$ cat src/rtl/manchester_pkg.sv
// Shared symbol constants and framer state type for the Manchester line path.
// Defining MANCHESTER_FRAMER_IFG_EN adds the GAP state used for inter-frame spacing.
package manchester_pkg;

  localparam logic [7:0] PREAMBLE_SYM = 8'h55;
  localparam logic [7:0] SFD_SYM      = 8'hD5;
  localparam logic [7:0] ESC_SYM      = 8'hE5;
  localparam logic [7:0] REPLACE_SYM  = 8'hF5;

`ifdef MANCHESTER_FRAMER_IFG_EN
  typedef enum logic [2:0] {
    ST_IDLE,
    ST_PREAMBLE,
    ST_SFD,
    ST_PAYLOAD,
    ST_GAP
  } framer_state_t;
`else
  typedef enum logic [2:0] {
    ST_IDLE,
    ST_PREAMBLE,
    ST_SFD,
    ST_PAYLOAD
  } framer_state_t;
`endif

endpackage

$ cat src/rtl/manchester_framer.sv
// Wraps an escaped payload stream with preamble and SFD for the Manchester line encoder.
// Optional macro MANCHESTER_FRAMER_IFG_EN enforces IFG_CYCLES idle cycles after each frame.
module manchester_framer
  import manchester_pkg::*;
#(
  parameter int                    DATA_WIDTH      = 8,
  parameter logic [DATA_WIDTH-1:0] PREAMBLE_SYMBOL = PREAMBLE_SYM,
  parameter int                    PREAMBLE_LEN    = 7,
  parameter logic [DATA_WIDTH-1:0] SFD_SYMBOL      = SFD_SYM,
  parameter int                    IFG_CYCLES      = 12
) (
  input  logic                  aclk,
  input  logic                  aresetn,
  input  logic [DATA_WIDTH-1:0] s_axis_tdata,
  input  logic                  s_axis_tvalid,
  output logic                  s_axis_tready,
  input  logic                  s_axis_tlast,
  output logic [DATA_WIDTH-1:0] m_axis_tdata,
  output logic                  m_axis_tvalid,
  input  logic                  m_axis_tready,
  output logic                  m_axis_tlast
);

  localparam int PRE_W = $clog2(PREAMBLE_LEN + 1);

  // The escape stage emits ESC/REPLACE as payload, so the SFD must never alias them.
  if (PREAMBLE_LEN < 1 || PREAMBLE_LEN > 255) begin : g_bad_plen
    $error("PREAMBLE_LEN out of range 1..255");
  end
  if (IFG_CYCLES < 1 || IFG_CYCLES > 255) begin : g_bad_ifg
    $error("IFG_CYCLES out of range 1..255");
  end
  if (SFD_SYMBOL == DATA_WIDTH'(ESC_SYM) || SFD_SYMBOL == DATA_WIDTH'(REPLACE_SYM)) begin : g_bad_sfd
    $error("SFD_SYMBOL collides with an escape-stage symbol");
  end

  framer_state_t         r_state;
  logic [PRE_W-1:0]      r_pre_cnt;
  logic [DATA_WIDTH-1:0] r_tdata;
  logic                  r_tvalid;
  logic                  r_tlast;

  logic w_out_free;
  logic w_out_fire;
  logic w_in_fire;

  assign w_out_free    = !r_tvalid || m_axis_tready;
  assign w_out_fire    = r_tvalid && m_axis_tready;
  assign s_axis_tready = (r_state == ST_PAYLOAD) && w_out_free;
  assign w_in_fire     = s_axis_tvalid && s_axis_tready;

  assign m_axis_tdata  = r_tdata;
  assign m_axis_tvalid = r_tvalid;
  assign m_axis_tlast  = r_tlast;

`ifdef MANCHESTER_FRAMER_IFG_EN
  localparam int GAP_W = $clog2(IFG_CYCLES + 1);
  logic [GAP_W-1:0] r_gap_cnt;
`endif

  always_ff @(posedge aclk or negedge aresetn) begin
    if (!aresetn) begin
      r_state   <= ST_IDLE;
      r_pre_cnt <= '0;
      r_tdata   <= '0;
      r_tvalid  <= 1'b0;
      r_tlast   <= 1'b0;
`ifdef MANCHESTER_FRAMER_IFG_EN
      r_gap_cnt <= '0;
`endif
    end else begin
      case (r_state)
        // IDLE may still hold the previous frame's tlast beat when no gap is configured.
        ST_IDLE: begin
          if (w_out_free) begin
            if (s_axis_tvalid) begin
              r_state   <= ST_PREAMBLE;
              r_pre_cnt <= PRE_W'(PREAMBLE_LEN);
              r_tdata   <= PREAMBLE_SYMBOL;
              r_tlast   <= 1'b0;
              r_tvalid  <= 1'b1;
            end else begin
              r_tvalid <= 1'b0;
              r_tlast  <= 1'b0;
            end
          end
        end

        ST_PREAMBLE: begin
          if (w_out_fire) begin
            if (r_pre_cnt == PRE_W'(1)) begin
              r_state   <= ST_SFD;
              r_pre_cnt <= '0;
              r_tdata   <= SFD_SYMBOL;
            end else begin
              r_pre_cnt <= r_pre_cnt - PRE_W'(1);
            end
          end
        end

        ST_SFD: begin
          if (w_out_fire) begin
            r_state  <= ST_PAYLOAD;
            r_tvalid <= 1'b0;
          end
        end

        ST_PAYLOAD: begin
          if (w_in_fire) begin
            r_tdata  <= s_axis_tdata;
            r_tlast  <= s_axis_tlast;
            r_tvalid <= 1'b1;
            if (s_axis_tlast) begin
`ifdef MANCHESTER_FRAMER_IFG_EN
              r_state <= ST_GAP;
`else
              r_state <= ST_IDLE;
`endif
            end
          end else if (m_axis_tready) begin
            r_tvalid <= 1'b0;
          end
        end

`ifdef MANCHESTER_FRAMER_IFG_EN
        // The final gap cycle doubles as the IDLE decision so the gap is exactly IFG_CYCLES.
        ST_GAP: begin
          if (r_tvalid) begin
            if (m_axis_tready) begin
              r_tvalid  <= 1'b0;
              r_tlast   <= 1'b0;
              r_gap_cnt <= GAP_W'(IFG_CYCLES);
            end
          end else if (r_gap_cnt <= GAP_W'(1)) begin
            r_gap_cnt <= '0;
            if (s_axis_tvalid) begin
              r_state   <= ST_PREAMBLE;
              r_pre_cnt <= PRE_W'(PREAMBLE_LEN);
              r_tdata   <= PREAMBLE_SYMBOL;
              r_tlast   <= 1'b0;
              r_tvalid  <= 1'b1;
            end else begin
              r_state <= ST_IDLE;
            end
          end else begin
            r_gap_cnt <= r_gap_cnt - GAP_W'(1);
          end
        end
`endif

        default: begin
          r_state  <= ST_IDLE;
          r_tvalid <= 1'b0;
          r_tlast  <= 1'b0;
        end
      endcase
    end
  end

endmodule

$ cat config.mk
export PLATFORM = sky130hd
export DESIGN_NAME = manchester_framer
export DESIGN_NICKNAME = d
export VERILOG_FILES = /design/src/rtl/manchester_pkg.sv /design/src/rtl/manchester_framer.sv
export SDC_FILE = /design/constraint.sdc
export NUM_CORES = 1
export LEC_CHECK = 0
export BUFFER_PORTS_ARGS = -buffer_cell sky130_fd_sc_hd__buf_2
export CAP_MARGIN = 25
export CORE_MARGIN = 8
export CORE_UTILIZATION = 35
export DETAILED_ROUTE_END_ITERATION = 8
export PLACE_DENSITY = 0.65
export SYNTH_ARGS = -nofsm -noshare
export SYNTH_HDL_FRONTEND = slang
export SYNTH_SLANG_ARGS = --single-unit
$ cat constraint.sdc
create_clock -name aclk -period 1.6 [get_ports aclk]
set_clock_uncertainty 0.1 [all_clocks]
set_input_delay 0.16 -clock aclk [delete_from_list [all_inputs] [get_ports aclk]]
set_output_delay 0.16 -clock aclk [all_outputs]
set_load 0.03 [all_outputs]
# Yosys cells after proc, flatten, opt, wreduce, memory -nomap -nowiden
# Index checks and enable logic that the tools add are counted.
[classes]
mux = 28
eq_ne = 12
n_addsub = 1
bitwise = 2
n_reduce_logical = 14
[ops]
columns = ["cell", "n"]
rows = [
  ["$mux W8", 5],
  ["$mux W3", 11],
  ["$pmux W8 S3", 1],
  ["$ne A2 B2 Y1 const B", 7],
  ["$pmux W3 S4", 1],
  ["$reduce_and A4 Y1", 2],
  ["$mux W1", 7],
  ["$reduce_and A7 Y1", 1],
  ["$eq A3 B1 Y1 const B", 2],
  ["$eq A3 B2 Y1 const B", 2],
  ["$pmux W3 S2", 1],
  ["$reduce_and A6 Y1", 1],
  ["$pmux W1 S4", 1],
  ["$logic_and A1 B1 Y1", 3],
  ["$logic_not A3 Y1", 1],
  ["$ne A3 B3 Y1 const B", 1],
  ["$pmux W1 S3", 1],
  ["$reduce_and A3 Y1", 1],
  ["$reduce_bool A3 Y1", 1],
  ["$sub A3 B1 Y3 const B", 1],
  ["$not A1 Y1", 2],
  ["$reduce_bool A2 Y1", 1],
  ["$reduce_or A2 Y1", 1],
  ["$logic_not A1 Y1", 1],
  ["$logic_or A1 B1 Y1", 1],
]
[word_totals]
register_bits = 16
output_inout_bits = 11
input_bits = 13
elab_cells = 62

# Longest topological paths before layout
# Gate-level depths: netlist of run 1.
[logic_depth]
depth_word = 6
mapped_depth = 7

# Worst setup path before layout of run 1
# Ideal clock, no wire load.
[synth_timing]
path_type = "reg2reg"
startpoint = "register r_state[0]"
endpoint = "register r_tdata[1] (netlist: m_axis_tdata[1])"
period_less_slack_ns = 1.759
setup_slack_ns = -0.159
arrival_ns = 1.579
path_stages_with_launch = 8
setup_time_ns = 0.079
path_cell_list = "dfrtp_1 -> inv_1 -> ha_1 -> clkbuf_1 -> nor2_1 -> a21oi_2 -> a211oi_4 -> mux2i_1"
[synth_between]
elab_chain_len = 5
word_cells_on_any_way = 13
[synth_rtl]
columns = ["item", "line", "text"]
rows = [
  ["start, declared", "manchester_framer.sv:37", "framer_state_t r_state;"],
  ["start signal, assigned", "manchester_framer.sv:63", "r_state <= ST_IDLE;"],
  ["start signal, assigned", "manchester_framer.sv:77", "r_state <= ST_PREAMBLE;"],
  ["start signal, assigned", "manchester_framer.sv:92", "r_state <= ST_SFD;"],
  ["$eq A3 B2 Y1", "manchester_framer.sv:49, manchester_framer.sv:72", ""],
  ["$logic_and A1 B1 Y1", "manchester_framer.sv:49", "assign s_axis_tready = (r_state == ST_PAYLOAD) && w_out_free;"],
  ["$logic_and A1 B1 Y1", "manchester_framer.sv:50", "assign w_in_fire = s_axis_tvalid && s_axis_tready;"],
  ["$ne A2 B2 Y1 (no line)", "-", ""],
  ["$reduce_and A6 Y1 (no line)", "-", ""],
  ["end signal, assigned", "manchester_framer.sv:110", "r_tdata <= s_axis_tdata;"],
  ["end, declared", "manchester_framer.sv:39", "logic [DATA_WIDTH-1:0] r_tdata;"],
]
# Several ways; a longest one is shown, not always the timed one.
# A chain may end at the register's enable or synchronous reset.

# Worst setup path in the final report of run 1
[layout_timing]
startpoint = "register r_pre_cnt[1]"
endpoint = "register r_state[1]"
[layout_between]
elab_chain_len = 3
[layout_rtl]
columns = ["item", "line", "text"]
rows = [
  ["start, declared", "manchester_framer.sv:38", "logic [PRE_W-1:0] r_pre_cnt;"],
  ["start signal, assigned", "manchester_framer.sv:78", "r_pre_cnt <= PRE_W'(PREAMBLE_LEN);"],
  ["start signal, assigned", "manchester_framer.sv:96", "r_pre_cnt <= r_pre_cnt - PRE_W'(1);"],
  ["$eq A3 B1 Y1", "manchester_framer.sv:91", "if (r_pre_cnt == PRE_W'(1)) begin"],
  ["$ne A2 B2 Y1 (no line)", "-", ""],
  ["$reduce_and A7 Y1 (no line)", "-", ""],
  ["end signal, assigned", "manchester_framer.sv:92", ""],
  ["end signal, assigned", "manchester_framer.sv:103", "r_state <= ST_PAYLOAD;"],
  ["end signal, assigned", "manchester_framer.sv:117", "r_state <= ST_IDLE;"],
]
# No other way between the ends.

==> metrics.csv, run 1 <==
stage,metric,value,unit
global_routing,antenna_found_initial,0,
global_routing,grtUsageMet3,4.14,%
power,p_leak,0.000646,µW
worst_setup_path,cp.required,1.71,ns
cells_and_area,drive_above_1_share,50.7,%
routing,wl,2670,µm
power,max-vdd-ir-drop,0.00137,V
global_routing,grt_pass1_vias,944,
floorplan,io_pins,24,
synthesis,ys_seq_area_share,40.3,%
routing,drt-pass1-iter-count,4,
synthesis,yosysWarnings,0,
timing,tightest_slew,0.351,ns
timing,rsz0062_at_grt,true,
cts,cts-root-buf,clkbuf_4,
outcome,violations,negative setup slack,
synthesis,syn_area,932,µm²
outcome,outcome,"complete, but fails checks",
cells_and_area,n_antenna_cell,0,
timing,fin_crit_sh,103,%
routing,post_drt_wl_per_cell,15.5,µm
run,max-cap-violations,0,
cells_and_area,postLayoutCoreUtil,57.0,%
synthesis,synth.avg_cell_area,9.92,µm²
floorplan,die_x,67.6,µm
cells_and_area,layout.nets,162,
worst_setup_path,cp_slowest_cell,dfrtp_1,
routing,num_vias,901,
worst_setup_path,path_class,flip-flop to flip-flop,
timing,fin_ws,-0.0439,ns
synthesis,synth_top_area_share,40.3,%
floorplan,die_h,67.6,µm
global_routing,grt_max_degree,16,
timing,drv_slew,0,
synthesis,ys_types,36,
routing,drtAntennaViolNets,0,
cts,clock_path_buffers,2,
synthesis,synth_top_cell_by_area,dfrtp_1,
cts,clk_pin_slew,0.09,ns
global_routing,gr-usage-met1,13.1,%
worst_setup_path,setup.worst_path.start_class,flip-flop,
worst_setup_path,worstPathArrival,1.76,ns
timing,slew_headroom,76.6,%
cts,cts_tree,done,
synthesis,postSynthCellCount,94,
global_routing,grt_usage,12.6,%
floorplan,row_count,18,
global_routing,grt_pass1_wl,4370,µm
cells_and_area,n_fill_cell,216,
worst_setup_path,crit_fanout,2,
worst_setup_path,critPathMaxStageDelay,0.41,ns
placement,gp_congestion,0.800,
worst_setup_path,cp-end-kind,flip-flop,
global_routing,met2_usage,21.7,%
floorplan,die_area,4570,µm²
cells_and_area,layout-area-overhead-vs-synth,52.8,%
global_routing,grt_busiest_layer,met2,
timing,setup_viol,5,
cts,cts_inserted_buffers,3,
cts,cts.sinks,15,
global_routing,gr-total-overflow,0,
placement,hpwl,1800,µm
worst_setup_path,reg2reg_depth,7,
synthesis,synth_seq_cells,15,
cells_and_area,fin_area,1420,µm²
synthesis,synthTopCellsByArea,"dfrtp_1, ha_1, mux2i_1",
floorplan,core_region_area,2500,µm²
timing,finalCriticalPeriod,1.64,ns
min_path,hold_depth,3,
cts,cts_max_level,1,
routing,first_iter_violations,41,
floorplan,initial_core_util,37.3,%
power,power_density,2260,nW/µm²
min_path,hold_class,primary input to flip-flop,
placement,dpl_cell_area,1200,µm²
synthesis,synth.net_count,113,
cts,clkLatencyLatePin,0.28,ns
worst_setup_path,critical_path.cell_chain,inv_2 -> ha_4 -> nand2b_4 -> o21a_4 -> buf_4 -> a2111oi_4 -> mux2i_1,
timing,finalHoldViolations,0,
routing,drc,0,
placement,portBuffers,23,
routing,via_per_inst,5.24,
timing,fmax,608,MHz
layer usage:
metal	share of wire (%)	routed length (µm)
met1	41	1100
met3	4.2	113
met2	51	1370
met4	3.4	91
met5	0	0
cells in the mapped netlist, drive strengths merged:
cell	instances
nor3b	1
a21o	1
nand4	2
o211ai	1
and2	2
o2111ai	1
nor2	6
o31ai	1
o22a	4
o21ai	2
nand2b	2
a2111oi	1
o2bb2ai	1
nor2b	1
a2bb2oi	3
ha	6
nor3	3
dfrtp	15
and3	1
buf	1
a211oi	1
a31oi	2
nand3	1
mux2i	5
nand2	9
clkbuf	3
a22o	1
o221a	1
a21oi	3
inv	10
o22ai	2
o21a	1
power breakdown:
group	leakage, µW	internal, µW	total, µW	switching, µW
clock network	0.0000150	96.9	216	120
logic	0.000467	1110	2300	1200
registers	0.000164	553	697	144
stage by stage:
stage / worst slack [ns] / setup TNS, ns / hold slack, ns / cells / total power [µW]
finish: -0.0439 / -0.0817 / 0.0228 / 172 / 3220
detailed placement: -0.126 / -0.807 / -0.0112 / 158 / 2630
CTS: -0.0381 / -0.147 / 0.0214 / 171 / 3080
global placement: -0.0500 / -0.324 / -0.0185 / 158 / 2590
global route: -0.132 / -0.787 / 0.0216 / 172 / 3430
floorplan: -0.0264 / -0.0903 / -0.236 / 94 / 2020
registers in the layout, summed over array words and instances (netlist names):
name,cells
m_axis_tlast,1
r_state,2
m_axis_tvalid,1
r_pre_cnt,3
m_axis_tdata,8
cell families (layout without fill, tap and decap cells):
| group | count (synthesis) | count (layout) | share of synthesized area (%) |
|---|---|---|---|
| multiplexers | 5 | 5 | 5.37 |
| AO/OA/AOI/OAI | 26 | 26 | 25.5 |
| AND/OR/NAND/NOR | 28 | 28 | 15.0 |
| buffers and inverters | 14 | 62 | 5.77 |
| flip-flops | 15 | 15 | 40.3 |
| adder cells (fa/ha/maj) | 6 | 6 | 8.05 |
layout make-up:
type | instances | area, µm² | area share (%)
inverters | 10 | 37.5 | 2.64
clock buffers | 4 | 26.3 | 1.85
well taps | 30 | 37.5 | 2.64
repair buffers | 48 | 325 | 22.8
flip-flops and latches | 15 | 378 | 26.5
multi-input cells | 65 | 619 | 43.5
worst max-delay path: cells and delay by family, from the launching register on:
family	cells	cell delay, ns
adders and majority gates	1	0.14
AOI/OAI and AO/OA	2	0.43
and+or+nand+nor	1	0.06
DFF	1	0.41
muxes	1	0.21
buffers and inverters	2	0.23
worst paths after layout:
check / to / slack [ns] / from
max: r_state[1]$_DFFE_PN0P_ / -0.04 / r_pre_cnt[1]$_DFFE_PN0P_
min: m_axis_tdata[3]$_DFFE_PN0P_ / 0.02 / s_axis_tdata[3]
max reg2reg: r_state[1]$_DFFE_PN0P_ / -0.04 / r_pre_cnt[1]$_DFFE_PN0P_
min reg2reg: m_axis_tdata[4]$_DFFE_PN0P_ / 0.41 / m_axis_tdata[4]$_DFFE_PN0P_
max in group asynchronous: m_axis_tvalid$_DFFE_PN0P_ / 0.92 / aresetn
min in group asynchronous: m_axis_tdata[2]$_DFFE_PN0P_ / 0.20 / aresetn
what timing repair did:
item	CTS	global route
pin swaps	5	8
hold buffers	5	0
endpoints found under the hold margin	19	0
gates cloned	0	0
setup endpoints to repair	12	14
setup buffers	4	1
gates resized for setup	14	11
layout by cell type, fill, tap and decap left out, drive strengths merged, types with 3 or more instances in the layout:
cell type	netlist	final
clkbuf	3	4
mux2i	5	5
dfrtp	15	15
nor2	6	6
buf	1	43
inv	10	10
ha	6	6
a21oi	3	3
o22a	4	4
dlygate4sd3	0	5
nor3	3	3
a2bb2oi	3	3
nand2	9	9
Power figures use the tool's default switching activity.
==> run 2: changes to the inputs <==
--- a/config.mk
+++ b/config.mk
@@ -11,6 +11,7 @@
 export CORE_UTILIZATION = 35
 export DETAILED_ROUTE_END_ITERATION = 8
 export PLACE_DENSITY = 0.65
+export SETUP_SLACK_MARGIN = 0.02
 export SYNTH_ARGS = -nofsm -noshare
 export SYNTH_HDL_FRONTEND = slang
 export SYNTH_SLANG_ARGS = --single-unit
==> metrics.csv, run 2 (synthesis gave the netlist of run 1 again) <==
stage,metric,value,unit
timing,fin_ws,-0.0558,ns
global_routing,antenna_found_initial,0,
timing,finalCriticalPeriod,1.66,ns
routing,drt-pass1-iter-count,4,
timing,slew_headroom,75.8,%
worst_setup_path,worstPathArrival,1.77,ns
worst_setup_path,critical_path.cell_chain,inv_2 -> ha_4 -> nand2b_4 -> o21a_4 -> a211oi_4 -> buf_6 -> mux2i_1,
min_path,hold_start,s_axis_tdata[1],
timing,rsz0062_at_grt,true,
global_routing,grt_max_degree,16,
routing,via_per_inst,5.01,
power,power_density,2200,nW/µm²
worst_setup_path,r2r_slack,-0.06,ns
cells_and_area,postLayoutCoreUtil,56.2,%
cts,clkLatencyLatePin,0.29,ns
floorplan,die_x,67.6,µm
cts,cts_inserted_buffers,3,
placement,gp_congestion,0.751,
cts,clock_path_buffers,2,
cells_and_area,final_cell_mix,"buf_2, buf_4, dfrtp_1",
routing,wl,2490,µm
worst_setup_path,r2r_start,r_pre_cnt[1]$_DFFE_PN0P_,
timing,fin_crit_sh,103,%
floorplan,io_pins,24,
outcome,violations,negative setup slack,
timing,fmax,604,MHz
global_routing,gr-total-overflow,0,
cts,cts_max_level,1,
timing,tightest_slew,0.363,ns
cts,cts_tree,done,
min_path,min_to,m_axis_tdata[1]$_DFFE_PN0P_,
worst_setup_path,setup.worst_path.start_class,flip-flop,
placement,portBuffers,23,
routing,post_drt_wl_per_cell,14.4,µm
cells_and_area,final_common_cell,buf_2,
cells_and_area,final_cell_count_no_fill,173,
routing,drtAntennaViolNets,0,
worst_setup_path,critPathMaxStageDelay,0.40,ns
worst_setup_path,cp_slowest_cell,dfrtp_1,
power,p_leak,0.000643,µW
cts,cts.sinks,15,
cells_and_area,largest_reg_flops,8,
power,max-vdd-ir-drop,0.00144,V
global_routing,grt_usage,11.6,%
global_routing,grt_pass1_wl,4140,µm
min_path,hold_class,primary input to flip-flop,
worst_setup_path,cp.required,1.72,ns
floorplan,die_area,4570,µm²
routing,drc,0,
floorplan,core_region_area,2500,µm²
timing,finalHoldViolations,0,
worst_setup_path,r2r-end,m_axis_tdata[5]$_DFFE_PN0P_,
floorplan,row_count,18,
timing,drv_slew,0,
cells_and_area,drive_above_1_share,50.3,%
run,max-cap-violations,0,
outcome,outcome,"complete, but fails checks",
cells_and_area,layout.nets,163,
cells_and_area,layout-area-overhead-vs-synth,50.6,%
worst_setup_path,reg2reg_depth,7,
worst_setup_path,cp-end-kind,flip-flop,
min_path,hold_depth,3,
routing,first_iter_violations,42,
global_routing,grt_pass1_vias,918,
worst_setup_path,crit_fanout,5,
cts,cts-root-buf,clkbuf_4,
cts,clk_pin_slew,0.10,ns
placement,dp.cells,155,
timing,setup_viol,5,
routing,num_vias,866,
cells_and_area,n_antenna_cell,0,
floorplan,die_h,67.6,µm
worst_setup_path,path_class,flip-flop to flip-flop,
placement,hpwl,1770,µm
floorplan,initial_core_util,37.3,%
==> run 2: changes by cell type in the layout (fill, tap and decap cells not counted), sizes merged <==
cell / delta
buf: +1
clkbuf: -1
clkinv: +1
==> run 2: metrics by stage <==
stage	hold WS, ns	setup WS, ns	power (µW)	cell area, µm²	TNS (ns)
after global placement	-0.0157	-0.0402	2560	1180	-0.173
final	0.0107	-0.0558	3090	1400	-0.220
after detailed placement	-0.00661	-0.0906	2600	1180	-0.371
after floorplan	-0.236	-0.0212	2030	978	-0.0748
after global routing	0.0149	-0.124	3290	1400	-0.813
after CTS	0.000533	-0.0349	3000	1350	-0.164
==> run 2: worst max path at each step <==
| stage | from | to | slack (ns) | cells past startpoint |
|---|---|---|---|---|
| 2_1_floorplan | r_pre_cnt[1]$_DFFE_PN0P_ | m_axis_tdata[1]$_DFFE_PN0P_ | -0.02 | 6 |
| 3_3_place_gp | r_pre_cnt[1]$_DFFE_PN0P_ | r_state[0]$_DFFE_PN0P_ | -0.04 | 6 |
| 3_5_place_dp | r_pre_cnt[1]$_DFFE_PN0P_ | r_state[1]$_DFFE_PN0P_ | -0.09 | 6 |
| 4_1_cts | r_state[0]$_DFFE_PN0P_ | m_axis_tdata[3]$_DFFE_PN0P_ | -0.03 | 6 |
| 5_1_grt | r_pre_cnt[1]$_DFFE_PN0P_ | m_axis_tdata[5]$_DFFE_PN0P_ | -0.12 | 7 |
| 6_report | r_pre_cnt[1]$_DFFE_PN0P_ | m_axis_tdata[5]$_DFFE_PN0P_ | -0.06 | 7 |
==> run 2: repair_timing <==
action / 4_1_cts / 5_1_grt
pin swaps: 4 / 7
hold endpoints to repair: 19 / 0
gates cloned: 0 / 0
setup endpoints to repair: 12 / 16
setup buffers: 6 / 3
hold buffers: 5 / 0
gates resized for setup: 9 / 8
==> run 2: layout make-up <==
type / instances / area (µm²)
multi-input cells: 65 / 594
flip-flops and latches: 15 / 377
well taps: 30 / 37.5
repair buffers: 49 / 330
clock buffers: 3 / 22.5
clock inverters: 1 / 5.00
fillers: 225 / 1100
inverters: 10 / 37.5
==> run 2: layer usage <==
metal	wire, µm	up-vias	GRT usage, %
met5	0	-	0
met4	25	0	3.13
met2	1250	18	19.6
met3	106	4	4.14
li1	-	434	-
met1	1110	410	13.4
==> run 2: critical path, delay by kind of cell, from the launching register on <==
family / cells / cell delay (ns)
flops: 1 / 0.40
simple gates: 1 / 0.06
compound gates: 2 / 0.46
fa+ha+maj: 1 / 0.14
mux: 1 / 0.18
buf+inv: 2 / 0.24
==> run 2: power by group <==
group	leakage, µW	switching [µW]	internal, µW	total (µW)
combinational	0.000460	1160	1030	2190
sequential	0.000165	125	550	675
clock	0.0000177	134	93.1	227
==> run 3: changes to the inputs <==
--- a/config.mk
+++ b/config.mk
@@ -10,6 +10,7 @@
 export CORE_MARGIN = 8
 export CORE_UTILIZATION = 35
 export DETAILED_ROUTE_END_ITERATION = 8
+export HOLD_SLACK_MARGIN = 0.08
 export PLACE_DENSITY = 0.65
 export SETUP_SLACK_MARGIN = 0.02
 export SYNTH_ARGS = -nofsm -noshare
==> metrics.csv, run 3 (synthesis gave the netlist of run 1 again) <==
stage,metric,value,unit
min_path,hold_class,primary input to flip-flop,
cts,cts.sinks,15,
global_routing,grtUsageMet3,4.30,%
worst_setup_path,reg2reg_depth,7,
timing,fmax,604,MHz
global_routing,grt_pass1_wl,4200,µm
cells_and_area,largest_reg_flops,8,
worst_setup_path,critical_path.cell_chain,inv_2 -> ha_4 -> nand2b_4 -> o21a_4 -> a211oi_4 -> buf_6 -> mux2i_1,
cells_and_area,seq_area,377,µm²
cts,cts_inserted_buffers,3,
routing,first_iter_violations,39,
cts,clk_pin_slew,0.10,ns
cts,cts_max_level,1,
timing,fin_ws,-0.0558,ns
global_routing,gr-usage-met1,13.3,%
cells_and_area,final_cell_mix,"buf_2, buf_4, dfrtp_1",
cts,cts-root-buf,clkbuf_4,
placement,portBuffers,23,
power,power_density,2160,nW/µm²
power,p_leak,0.000656,µW
global_routing,antenna_found_initial,0,
cells_and_area,multi_input_area,594,µm²
global_routing,grt_pass1_vias,934,
worst_setup_path,worstPathArrival,1.77,ns
power,max-vdd-ir-drop,0.00144,V
power,power_frac_clock,7.3,%
global_routing,grt_max_degree,16,
global_routing,grt_usage,11.7,%
worst_setup_path,path_class,flip-flop to flip-flop,
timing,rsz0062_at_grt,true,
cts,clock_path_buffers,2,
worst_setup_path,r2r_start,r_pre_cnt[1]$_DFFE_PN0P_,
routing,drt-pass1-iter-count,4,
timing,fin_crit_sh,103,%
floorplan,io_pins,24,
global_routing,met2_usage,20.1,%
global_routing,grt_busiest_layer,met2,
placement,gp_congestion,0.751,
routing,drtAntennaViolNets,0,
min_path,hold_start,s_axis_tdata[7],
floorplan,die_h,67.6,µm
floorplan,initial_core_util,37.3,%
cells_and_area,n_antenna_cell,0,
min_path,min_to,m_axis_tdata[7]$_DFFE_PN0P_,
cells_and_area,n_fill_cell,216,
worst_setup_path,r2r-end,m_axis_tdata[5]$_DFFE_PN0P_,
routing,num_vias,882,
timing,finalCriticalPeriod,1.66,ns
power,p_int,1680,µW
min_path,hold_depth,5,
routing,post_drt_wl_per_cell,14.3,µm
worst_setup_path,crit_fanout,5,
worst_setup_path,cp-end-kind,flip-flop,
cells_and_area,layout-area-overhead-vs-synth,53.8,%
outcome,violations,negative setup slack,
cts,cts_tree,done,
timing,holdWs,0.173,ns
floorplan,die_area,4570,µm²
run,max-cap-violations,0,
worst_setup_path,critPathMaxStageDelay,0.40,ns
routing,wl,2520,µm
cts,clkLatencyLatePin,0.29,ns
cells_and_area,final_common_cell,buf_2,
cells_and_area,layout.nets,166,
floorplan,core_region_area,2500,µm²
global_routing,gr-total-overflow,0,
placement,hpwl,1770,µm
floorplan,row_count,18,
floorplan,die_x,67.6,µm
cells_and_area,drive_above_1_share,49.3,%
timing,final.setup.tns,-0.220,ns
timing,slew_headroom,75.8,%
power,p_seq_share,21.8,%
worst_setup_path,r2r_slack,-0.06,ns
power,swShare,45.7,%
timing,finalHoldViolations,0,
timing,drv_slew,0,
power,p_sw,1410,µW
timing,setup_viol,5,
routing,via_per_inst,5.01,
worst_setup_path,cp_slowest_cell,dfrtp_1,
timing,tightest_slew,0.363,ns
power,comb_power_share,70.9,%
outcome,outcome,"complete, but fails checks",
worst_setup_path,setup.worst_path.start_class,flip-flop,
routing,drc,0,
worst_setup_path,cp.required,1.72,ns
## run 3: cell types whose count changed in the layout (fill, tap and decap cells not counted), sizes merged
cell         previous run  this run
dlygate4sd3             5         8
## run 3: worst max-delay path, delay by kind of cell (launching register included)
kind | cells | cell delay, ns
adders and majority gates | 1 | 0.14
DFF | 1 | 0.40
buffers and inverters | 2 | 0.24
and+or+nand+nor | 1 | 0.06
AOI/OAI and AO/OA | 2 | 0.46
muxes | 1 | 0.18
## run 3: repair_timing
action / in CTS / in global routing
setup buffers: 6 / 3
hold buffers: 8 / 0
resized for setup: 9 / 8
endpoints found under the setup margin: 12 / 16
cloned: 0 / 0
pin swaps: 4 / 7
hold endpoints to repair: 22 / 0
## run 3: layout make-up
type	count	share of cell area (%)
flip-flops and latches	15	26.3
multi-input cells	65	41.4
well taps	30	2.62
repair buffers	52	25.1
clock inverters	1	0.349
clock buffers	3	1.57
inverters	10	2.62
## run 3: worst max path at each step
stage,from,endpoint,slack [ns],cells after the start
floorplan,r_pre_cnt[1]$_DFFE_PN0P_,m_axis_tdata[1]$_DFFE_PN0P_,-0.02,6
finish,r_pre_cnt[1]$_DFFE_PN0P_,m_axis_tdata[5]$_DFFE_PN0P_,-0.06,7
global route,r_pre_cnt[1]$_DFFE_PN0P_,m_axis_tdata[5]$_DFFE_PN0P_,-0.12,7
CTS,r_state[0]$_DFFE_PN0P_,m_axis_tdata[3]$_DFFE_PN0P_,-0.03,6
detailed placement,r_pre_cnt[1]$_DFFE_PN0P_,r_state[1]$_DFFE_PN0P_,-0.09,6
global placement,r_pre_cnt[1]$_DFFE_PN0P_,r_state[0]$_DFFE_PN0P_,-0.04,6
## run 3: metrics by stage
stage / util (%) / worst slack [ns] / instance area, µm² / cells / total power (µW)
CTS: 55.3 / -0.0349 / 1380 / 173 / 3000
finish: 57.4 / -0.0558 / 1430 / 176 / 3090
global route: 57.4 / -0.124 / 1430 / 176 / 3300
floorplan: - / -0.0212 / 978 / 94 / 2030
global placement: 47.4 / -0.0402 / 1180 / 155 / 2560
detailed placement: 47.4 / -0.0906 / 1180 / 155 / 2600
## run 3: power by group through the flow
stage | Sequential (µW) | Clock, µW | Combinational, µW
after floorplan | 903 | 0 | 1130
after global placement | 667 | 0 | 1890
after detailed placement | 675 | 0 | 1920
after CTS | 676 | 239 | 2090
after global routing | 698 | 254 | 2350
final | 674 | 227 | 2190
## run 3: routing by layer
metal | wire [µm] | up-vias
met5 | 0 | -
met4 | 25 | 0
met3 | 111 | 4
met2 | 1280 | 18
met1 | 1100 | 420
li1 | - | 440
